===== src/rtl/pstats_rd_pkg.sv =====
// Shared constants, FSM state type and CR word builder for the pstats Wishbone reader.
package pstats_rd_pkg;

  localparam logic [2:0]  c_PSTATS_CR   = 3'd0;
  localparam logic [2:0]  c_PSTATS_DR   = 3'd1;
  localparam int unsigned c_CR_RDEN_BIT = 0;
  localparam int unsigned c_CR_ADR_LSB  = 16;

  typedef enum logic [2:0] {
    StIdle,
    StWrCr,
    StWrAck,
    StRdCr,
    StCrAck,
    StRdDr,
    StDrAck,
    StPush
  } t_rd_state;

  function automatic logic [31:0] cr_word(input logic [15:0] row);
    logic [31:0] w;
    w = 32'(row) << c_CR_ADR_LSB;
    w[c_CR_RDEN_BIT] = 1'b1;
    return w;
  endfunction

endpackage


===== src/rtl/pstats_wb_reader_if.sv =====
// Wishbone pipelined bus between the pstats reader (master) and wrsw_pstats (slave).
interface pstats_wb_reader_if;
  logic [2:0]  adr;
  logic [31:0] dat_o;
  logic [31:0] dat_i;
  logic        cyc;
  logic        stb;
  logic        we;
  logic [3:0]  sel;
  logic        ack;
  logic        stall;

  modport master (
    output adr, dat_o, cyc, stb, we, sel,
    input  dat_i, ack, stall
  );

  modport slave (
    input  adr, dat_o, cyc, stb, we, sel,
    output dat_i, ack, stall
  );
endinterface


===== src/rtl/pstats_wb_single.sv =====
// Single-beat pipelined Wishbone access engine; a req pulse while idle starts one access.
// Define PSTATS_RD_TIMEOUT_EN to enable the per-access ack watchdog (g_ack_timeout cycles).
module pstats_wb_single #(
  parameter int unsigned g_ack_timeout = 255
) (
  input  logic               clk_i,
  input  logic               rst_i,
  input  logic               req_i,
  input  logic               we_i,
  input  logic [2:0]         adr_i,
  input  logic [31:0]        dat_i,
  output logic               done_o,
  output logic               timeout_o,
  output logic [31:0]        rdata_o,
  pstats_wb_reader_if.master wb
);

  if (g_ack_timeout == 0) begin : g_bad_timeout
    $error("g_ack_timeout must be nonzero");
  end

  logic        cyc_q, cyc_d;
  logic        stb_q, stb_d;
  logic        we_q, we_d;
  logic [2:0]  adr_q, adr_d;
  logic [31:0] dat_q, dat_d;
  logic        expire;

`ifdef PSTATS_RD_TIMEOUT_EN
  localparam int unsigned WdW = $clog2(g_ack_timeout + 1);
  localparam logic [WdW-1:0] WdLast = WdW'(g_ack_timeout - 1);

  logic [WdW-1:0] wd_q;

  // Counts cycles since cyc rose; zero whenever the bus is idle.
  always_ff @(posedge clk_i) begin
    if (rst_i || !cyc_q) begin
      wd_q <= '0;
    end else begin
      wd_q <= wd_q + WdW'(1);
    end
  end

  assign expire = cyc_q && !wb.ack && (wd_q == WdLast);
`else
  assign expire = 1'b0;
`endif

  always_comb begin
    cyc_d = cyc_q;
    stb_d = stb_q;
    we_d  = we_q;
    adr_d = adr_q;
    dat_d = dat_q;
    if (!cyc_q) begin
      if (req_i) begin
        cyc_d = 1'b1;
        stb_d = 1'b1;
        we_d  = we_i;
        adr_d = adr_i;
        dat_d = dat_i;
      end
    end else if (wb.ack || expire) begin
      cyc_d = 1'b0;
      stb_d = 1'b0;
    end else if (stb_q && !wb.stall) begin
      stb_d = 1'b0;
    end
  end

  always_ff @(posedge clk_i) begin
    if (rst_i) begin
      cyc_q <= 1'b0;
      stb_q <= 1'b0;
      we_q  <= 1'b0;
      adr_q <= '0;
      dat_q <= '0;
    end else begin
      cyc_q <= cyc_d;
      stb_q <= stb_d;
      we_q  <= we_d;
      adr_q <= adr_d;
      dat_q <= dat_d;
    end
  end

  assign wb.cyc   = cyc_q;
  assign wb.stb   = stb_q;
  assign wb.we    = we_q;
  assign wb.adr   = adr_q;
  assign wb.dat_o = dat_q;
  assign wb.sel   = 4'b1111;

  // An ack outside our own cycle (e.g. after reset) is not ours.
  assign done_o    = cyc_q && wb.ack;
  assign timeout_o = expire;
  assign rdata_o   = wb.dat_i;

endmodule


===== src/rtl/pstats_wb_reader.sv =====
// Hardware sweeper for wrsw_pstats: per row write CR, poll RD_EN until clear, read DR, stream out.
// PSTATS_RD_TIMEOUT_EN enables an ack watchdog inside pstats_wb_single.
module pstats_wb_reader
  import pstats_rd_pkg::*;
#(
  parameter int unsigned g_nrows       = 16,
  parameter int unsigned g_row_w       = 8,
  parameter int unsigned g_poll_max    = 15,
  parameter int unsigned g_ack_timeout = 255
) (
  input  logic               clk_i,
  input  logic               rst_i,
  input  logic               start_i,
  output logic               busy_o,
  output logic               done_o,
  output logic               err_o,
  output logic [g_row_w-1:0] row_o,
  output logic [31:0]        data_o,
  output logic               valid_o,
  input  logic               ready_i,
  pstats_wb_reader_if.master wb
);

  localparam int unsigned PollW = $clog2(g_poll_max + 1);
  localparam logic [g_row_w-1:0] LastRow = g_row_w'(g_nrows - 1);
  localparam logic [PollW-1:0] PollLast = PollW'(g_poll_max - 1);

  t_rd_state           state_q, state_d;
  logic [g_row_w-1:0]  row_q, row_d;
  logic [PollW-1:0]    poll_q, poll_d;
  logic                err_q, err_d;
  logic                done_q, done_d;
  logic                valid_q, valid_d;
  logic [g_row_w-1:0]  row_out_q, row_out_d;
  logic [31:0]         data_q, data_d;

  logic        acc_req;
  logic        acc_we;
  logic [2:0]  acc_adr;
  logic [31:0] acc_dat;
  logic        acc_done;
  logic        acc_timeout;
  logic [31:0] acc_rdata;

  pstats_wb_single #(
    .g_ack_timeout(g_ack_timeout)
  ) u_single (
    .clk_i     (clk_i),
    .rst_i     (rst_i),
    .req_i     (acc_req),
    .we_i      (acc_we),
    .adr_i     (acc_adr),
    .dat_i     (acc_dat),
    .done_o    (acc_done),
    .timeout_o (acc_timeout),
    .rdata_o   (acc_rdata),
    .wb        (wb)
  );

  always_comb begin
    state_d   = state_q;
    row_d     = row_q;
    poll_d    = poll_q;
    err_d     = err_q;
    done_d    = 1'b0;
    valid_d   = valid_q;
    row_out_d = row_out_q;
    data_d    = data_q;
    acc_req   = 1'b0;
    acc_we    = 1'b0;
    acc_adr   = c_PSTATS_CR;
    acc_dat   = '0;

    unique case (state_q)
      StIdle: begin
        if (start_i) begin
          err_d   = 1'b0;
          row_d   = '0;
          state_d = StWrCr;
        end
      end
      StWrCr: begin
        acc_req = 1'b1;
        acc_we  = 1'b1;
        acc_dat = cr_word(16'(row_q));
        poll_d  = '0;
        state_d = StWrAck;
      end
      StWrAck: begin
        if (acc_done) state_d = StRdCr;
      end
      StRdCr: begin
        acc_req = 1'b1;
        state_d = StCrAck;
      end
      StCrAck: begin
        if (acc_done) begin
          if (!acc_rdata[c_CR_RDEN_BIT]) begin
            state_d = StRdDr;
          end else if (poll_q == PollLast) begin
            err_d   = 1'b1;
            done_d  = 1'b1;
            state_d = StIdle;
          end else begin
            poll_d  = poll_q + PollW'(1);
            state_d = StRdCr;
          end
        end
      end
      StRdDr: begin
        acc_req = 1'b1;
        acc_adr = c_PSTATS_DR;
        state_d = StDrAck;
      end
      StDrAck: begin
        if (acc_done) begin
          data_d    = acc_rdata;
          row_out_d = row_q;
          valid_d   = 1'b1;
          state_d   = StPush;
        end
      end
      StPush: begin
        if (ready_i) begin
          valid_d = 1'b0;
          if (row_q == LastRow) begin
            done_d  = 1'b1;
            state_d = StIdle;
          end else begin
            row_d   = row_q + g_row_w'(1);
            state_d = StWrCr;
          end
        end
      end
      default: state_d = StIdle;
    endcase

    // Watchdog expiry aborts the sweep from any access-wait state.
    if (acc_timeout && (state_q inside {StWrAck, StCrAck, StDrAck})) begin
      err_d   = 1'b1;
      done_d  = 1'b1;
      state_d = StIdle;
    end
  end

  always_ff @(posedge clk_i) begin
    if (rst_i) begin
      state_q   <= StIdle;
      row_q     <= '0;
      poll_q    <= '0;
      err_q     <= 1'b0;
      done_q    <= 1'b0;
      valid_q   <= 1'b0;
      row_out_q <= '0;
      data_q    <= '0;
    end else begin
      state_q   <= state_d;
      row_q     <= row_d;
      poll_q    <= poll_d;
      err_q     <= err_d;
      done_q    <= done_d;
      valid_q   <= valid_d;
      row_out_q <= row_out_d;
      data_q    <= data_d;
    end
  end

  assign busy_o  = (state_q != StIdle);
  assign done_o  = done_q;
  assign err_o   = err_q;
  assign valid_o = valid_q;
  assign row_o   = row_out_q;
  assign data_o  = data_q;

endmodule


===== src/flat_wrapper.sv =====
// flat-port wrapper written by rule: the top's interface ports become plain ports
module pstats_wb_reader_flat import pstats_rd_pkg::*;
#(
  parameter int unsigned g_nrows       = 16,
  parameter int unsigned g_row_w       = 8,
  parameter int unsigned g_poll_max    = 15,
  parameter int unsigned g_ack_timeout = 255
)
  (clk_i, rst_i, start_i, busy_o, done_o, err_o, row_o, data_o, valid_o, ready_i, wb_adr, wb_dat_o, wb_cyc, wb_stb, wb_we, wb_sel, wb_dat_i, wb_ack, wb_stall);
  pstats_wb_reader_if wb_i ();
  input  logic clk_i;
  input  logic rst_i;
  input  logic start_i;
  output logic busy_o;
  output logic done_o;
  output logic err_o;
  output logic [g_row_w-1:0] row_o;
  output logic [31:0] data_o;
  output logic valid_o;
  input  logic ready_i;
  output wire logic [$bits(wb_i.adr)-1:0] wb_adr;
  output wire logic [$bits(wb_i.dat_o)-1:0] wb_dat_o;
  output wire logic [$bits(wb_i.cyc)-1:0] wb_cyc;
  output wire logic [$bits(wb_i.stb)-1:0] wb_stb;
  output wire logic [$bits(wb_i.we)-1:0] wb_we;
  output wire logic [$bits(wb_i.sel)-1:0] wb_sel;
  input wire logic [$bits(wb_i.dat_i)-1:0] wb_dat_i;
  input wire logic [$bits(wb_i.ack)-1:0] wb_ack;
  input wire logic [$bits(wb_i.stall)-1:0] wb_stall;
  assign wb_adr = wb_i.adr;
  assign wb_dat_o = wb_i.dat_o;
  assign wb_cyc = wb_i.cyc;
  assign wb_stb = wb_i.stb;
  assign wb_we = wb_i.we;
  assign wb_sel = wb_i.sel;
  assign wb_i.dat_i = wb_dat_i;
  assign wb_i.ack = wb_ack;
  assign wb_i.stall = wb_stall;
  pstats_wb_reader #(.g_nrows(g_nrows), .g_row_w(g_row_w), .g_poll_max(g_poll_max), .g_ack_timeout(g_ack_timeout)) u_core (.clk_i(clk_i), .rst_i(rst_i), .start_i(start_i), .busy_o(busy_o), .done_o(done_o), .err_o(err_o), .row_o(row_o), .data_o(data_o), .valid_o(valid_o), .ready_i(ready_i), .wb(wb_i));
endmodule

===== config.mk =====
export PLATFORM = sky130hd
export DESIGN_NAME = pstats_wb_reader_flat
export DESIGN_NICKNAME = d
export VERILOG_FILES = /design/src/rtl/pstats_rd_pkg.sv /design/src/rtl/pstats_wb_reader_if.sv /design/src/rtl/pstats_wb_single.sv /design/src/rtl/pstats_wb_reader.sv /design/src/flat_wrapper.sv
export SDC_FILE = /design/constraint.sdc
export NUM_CORES = 1
export LEC_CHECK = 0
export ABC_AREA = 0
export CAP_MARGIN = 15
export CORE_ASPECT_RATIO = 0.9
export CORE_MARGIN = 2
export CORE_UTILIZATION = 47
export DETAILED_ROUTE_END_ITERATION = 10
export GPL_ROUTABILITY_DRIVEN = 0
export PLACE_DENSITY_LB_ADDON = 0.3
export SLEW_MARGIN = 10
export SYNTH_ARGS = -nofsm -noshare
export SYNTH_HDL_FRONTEND = slang
export SYNTH_SLANG_ARGS = --single-unit

===== constraint.sdc =====
create_clock -name clk_i -period 3.18 [get_ports clk_i]
set_clock_uncertainty 0.1 [all_clocks]
set_input_delay 0.318 -clock clk_i [delete_from_list [all_inputs] [get_ports clk_i]]
set_output_delay 0.318 -clock clk_i [all_outputs]
set_load 0.005 [all_outputs]

### Yosys cells after proc, flatten, opt, wreduce, memory -nomap -nowiden

Cells that the tools add are included.

* $add $sub $neg: 2
* eq/ne operators: 19
* mux-type cells: 42
* bitwise logic cells: 1
* reduce and logical (&&, ||, !) cells: 19

Operator list (count)
* $mux 24: 1
* $mux 8: 3
* $pmux 3 s8: 1
* $mux 1: 22
* $mux 3: 6
* $pmux 8 s2: 1
* $eq 3x3->1 const B: 4
* $mux 4: 3
* $ne 2x2->1 const B: 5
* $reduce_and 5->1: 2
* $reduce_bool 2->1: 5
* $add 8x1->8 const B: 1
* $eq 8x4->1 const B: 1
* $ne 2x1->1 const B: 4
* $pmux 4 s2: 1
* $reduce_and 4->1: 2
* $eq 3x2->1 const B: 2
* $pmux 1 s2: 3
* $reduce_and 2->1: 3
* $add 4x1->4 const B: 1
* $eq 4x4->1 const B: 1
* $eq 3x1->1 const B: 1
* $logic_not 3->1: 1
* $ne 3x2->1 const B: 1
* other kinds (7): 8

* register bits: 96
* bits of input ports: 38
* output and inout port bits: 86
* logic and storage cells: 96

### Longest topological paths before layout

* depth in word-level cells: 5
* mapped depth: 7

### By module

Synthesis repeated with hierarchy kept, for this count alone.

* cell total of the unflattened synthesis: 522
* area, all modules: 4120.2 um2

Modules (own cells, without submodules)
* pstats_wb_reader: times used 1, cells each 316, area an instance 2487.4 um2, sequential area each 1161.1 um2
* pstats_wb_single: times used 1, cells each 206, area an instance 1632.8 um2, sequential area each 760.7 um2

### Worst setup path before layout

OpenSTA, ideal clock, no wires.

* path kind: register to register
* start point: register u_core.poll_q[0]
* end point: register u_core.poll_q[2]
* arrival: 1517 ps
* setup slack: 1432 ps
* cell stages (with the launch flop): 8
* path buffers: 1
* clock period less this slack: 1748 ps
* cells stage by stage: dfxtp_1 > inv_1 > ha_1 > and3_1 > clkbuf_1 > nor4b_1 > mux2i_1 > o21ai_0

* cells in the longest elaborated chain, start to end: 5
* elaborated cells on any way between the ends: 8
* classes of those cells: add/sub: 1; eq/ne: 2; mux: 4; reduce/logical: 1

RTL lines
* start, declared: line pstats_wb_reader.sv:30 `logic [PollW-1:0] poll_q, poll_d;`
* start signal, assigned: line pstats_wb_reader.sv:159 `poll_q <= poll_d;`
* $add 4x1->4: line pstats_wb_reader.sv:105 `poll_d = poll_q + PollW'(1);`
* $mux 4: line pstats_wb_reader.sv:100 `end else if (poll_q == PollLast) begin`
* $mux 4: line pstats_wb_reader.sv:98 `if (!acc_rdata[c_CR_RDEN_BIT]) begin`
* $mux 4: line pstats_wb_reader.sv:97 `if (acc_done) begin`
* $pmux 4 s2: line pstats_wb_reader.sv:74 `unique case (state_q)`

Parallel ways exist; a longest one is shown, timed or not. The select of a mux whose other input is x is not followed.
A chain may end at the register's enable or synchronous reset.

### Worst setup path after layout

* start point: register u_core.state_q[1]
* end point: output busy_o

* cells in the longest elaborated chain, start to end: 1

RTL lines
* start, declared: line pstats_wb_reader.sv:28 `t_rd_state state_q, state_d;`
* start signal, assigned: line pstats_wb_reader.sv:148 `state_q <= StIdle;`
* start signal, assigned: line pstats_wb_reader.sv:157 `state_q <= state_d;`
* $reduce_bool 3->1: line pstats_wb_reader.sv:168 `assign busy_o = (state_q != StIdle);`
* end, declared: line flat_wrapper.sv:14 `output logic busy_o;`

No other way between the ends.

==> flow_summary.toml <==
[routing]
routedWlPerCell_um = 12.90
drt_iter0_drc = 113
antenna_left = 0
drtPass1Iterations = 4
routed_wl_um = 7312
dr_total_vias = 2796
avgViaCountPerCell = 4.931
drcViolationCount = 0

[timing]
finalSetupViolCount = 0
finalCritPeriodShare = 0.6820
fmax_mhz = 461.1
tns_ns = 0
finalCriticalPeriod_ns = 2.169
slew-limit-headroom = 0.4284
finalHoldViolCount = 0
layout_setup_ws_ns = 1.011
tightest_slew_ns = 0.8574
rsz0062_at_grt = "no"
final-max-slew-violation-count = 0

[grt]
grt_pass1_vias = 2510
grt_max_degree = 51
grt_overflow_total = 0
grtUsageTotal = 0.1945
antenna_found_initial = 0
grt_pass1_wl_um = 11680

[worst_setup_path]
critPathBufInv = 1
r2r_slack_ns = 1.08
worstSetupPathType = "flop to primary output"
cp-end-kind = "primary output"
crit_family = "flip-flops"
crit_fanout = 21
start_kind = "flop"
crit_path_max_incr_delay_ns = 0.73
cp_cell_sequence = "or3_1 > clkdlybuf4s50_1"
rr_endpoint = "u_core.row_q[5]"
crit_start = "u_core.state_q[1]"
r2r_cells = 4
r2r-start = "u_core.state_q[1]"
cp_slowest_cell = "dfxtp_1"
worst_ep_required_time_ns = 2.76
arrival_ns = 1.75

[synth]
ys_seq_area_frac = 0.4389
synth_edf_count = 0
synthFlopType = "dfxtp_1"
avgSynthCellArea_um2 = 8.043
synth_seq_cells = 70
yosysUniqueCellTypes = 44
yosysTopAreaCellShare = 0.4389
synth_largest_area_cell = "dfxtp_1"
synth_area_leaders = "dfxtp_1, nand2_1, a21oi_1"
synthesis.area_mm2 = 0.003193
async_reset_ff_frac = 0
yosys_warnings = 0
synth_cells = 397

[layout]
layout_commonest_cell = "nand2_1"
area_delta_synth_final_pct = 31.50
most-common-layout-cells = "nand2_1, clkdlybuf4s50_1, dfxtp_1"
n_antenna_cell = 0
layout-drive-gt1-share = 0.05660
final_util = 0.6375
final_nets = 513

[run_status]
status = "finished clean"

[min_path]
hold_depth = 2
hold_end = "u_core.data_o[7]"
hold_start = "u_core.data_o[7]"
hp-class = "flop to flop"

[floorplanning]
initial_core_util = 0.4848
dieArea_mm2 = 0.007470
die_y_um = 82.20
row_count = 28
io_pins = 124
die_x_um = 90.88
core_mm2 = 0.006586

[clock_network]
clkSlewWorstSetupHoldPaths_ns = 0.07
numCtsBuffers = 9
cts-root-buf = "clkbuf_8"
cts_tree = "done"
ctsHoldBuffers = 0
clkLatencyLatePin_ns = 0.34
htreeDepth = 3
clock-sinks = 70
post-cts-setup-buffers = 0
cts.path.max_buffers = 2
ctsResizeCount = 0

[power]
internal-power_uw = 1406
clockPowerShare = 0.358
p_per_area_mw_per_mm2 = 461.6
p_sw_uw = 531.9
switching_share = 0.2744
peakVddDrop_mv = 0.2852
power.leakage_uw = 0.001427
p_seq_frac = 0.490
combPwrFrac = 0.152

[place]
dpl.hpwl_um = 5036
post-place-ws_ns = 0.9794
io_buffer_count = 94

[run]
maxCapViolCount = 0
## per-layer routing
metal | track usage | wire length, um | up-vias
met5 | 0 | 0 | -
met4 | 0.1045 | 172 | 0
met3 | 0.03539 | 397 | 13
met2 | 0.3007 | 3312 | 95
met1 | 0.2626 | 3430 | 1252
li1 | - | - | 1436
## power by group through the flow
stage / logic [uW] / registers, uW / clock network [uW]
3_5_place_dp: 292 / 969 / 0
3_3_place_gp: 289 / 969 / 0
4_1_cts: 295 / 949 / 708
2_1_floorplan: 236 / 939 / 0
5_1_grt: 324 / 958 / 745
6_report: 294 / 951 / 694
## cell families after synthesis
group                      share of synthesized area
buffers and inverters                         0.1172
muxes                                        0.01881
adders and majority gates                    0.01176
other                                       0.002352
and+or+nand+nor                               0.2363
DFF                                           0.4389
AOI/OAI and AO/OA                             0.1748
## stage by stage
step                instances  power (uW)  cell area, um^2  hold WS (ns)
floorplan                 424        1174             3294        0.3527
global placement          551        1258             4009        0.3399
detailed placement        551        1261             4009        0.3464
CTS                       567        1952             4199        0.3565
global route              567        2027             4199        0.3711
finish                    567        1938             4199        0.3539
## synth_stat cells (all sizes together) (3+ instances only)
cell	instances
mux2i	6
and3	3
ha	3
a21oi	55
nand3	9
nor3	4
nor3b	3
a311oi	3
a22oi	8
or3	4
buf	36
nand2	95
dfxtp	70
o21ai	7
clkbuf	23
inv	6
nor2b	3
nor4	4
nor2	20
nand2b	8
## how the worst max path moves through the flow
stage	to	cells past startpoint
after floorplan	u_core.poll_q[2]	7
after global placement	u_core.data_o[24]	5
after detailed placement	u_core.data_o[22]	5
after CTS	busy_o	2
after global routing	u_core.data_o[17]	4
final	busy_o	2
## state kept, by name, summed over array words and instances (netlist names)
| name | count |
|---|---|
| u_core.err_o | 1 |
| u_core.u_single.wb.dat_o | 9 |
| u_core.u_single.wb.stb | 1 |
| u_core.u_single.wb.adr | 1 |
| u_core.poll_q | 4 |
| u_core.row_o | 8 |
| u_core.done_o | 1 |
| u_core.valid_o | 1 |
| u_core.data_o | 32 |
| u_core.state_q | 3 |
| u_core.u_single.wb.cyc | 1 |
| u_core.row_q | 8 |
## worst reg2reg max path, delay by kind of cell, from the launching register on
kind               cells  cell delay (ns)
DFF                    1             0.73
muxes                  1             0.21
AOI/OAI and AO/OA      2             0.72
and+or+nand+nor        1             0.28
## layout make-up
class	instances	area (um^2)
Clock buffer	10	127.6
Clock inverter	6	62.56
Fill cell	592	2387
Inverter	6	22.52
Multi-Input combinational cell	289	1521
Sequential cell	70	1401
Tap cell	90	112.6
Timing Repair Buffer	96	950.9
No activity file was read; power rests on OpenSTA's default activity.
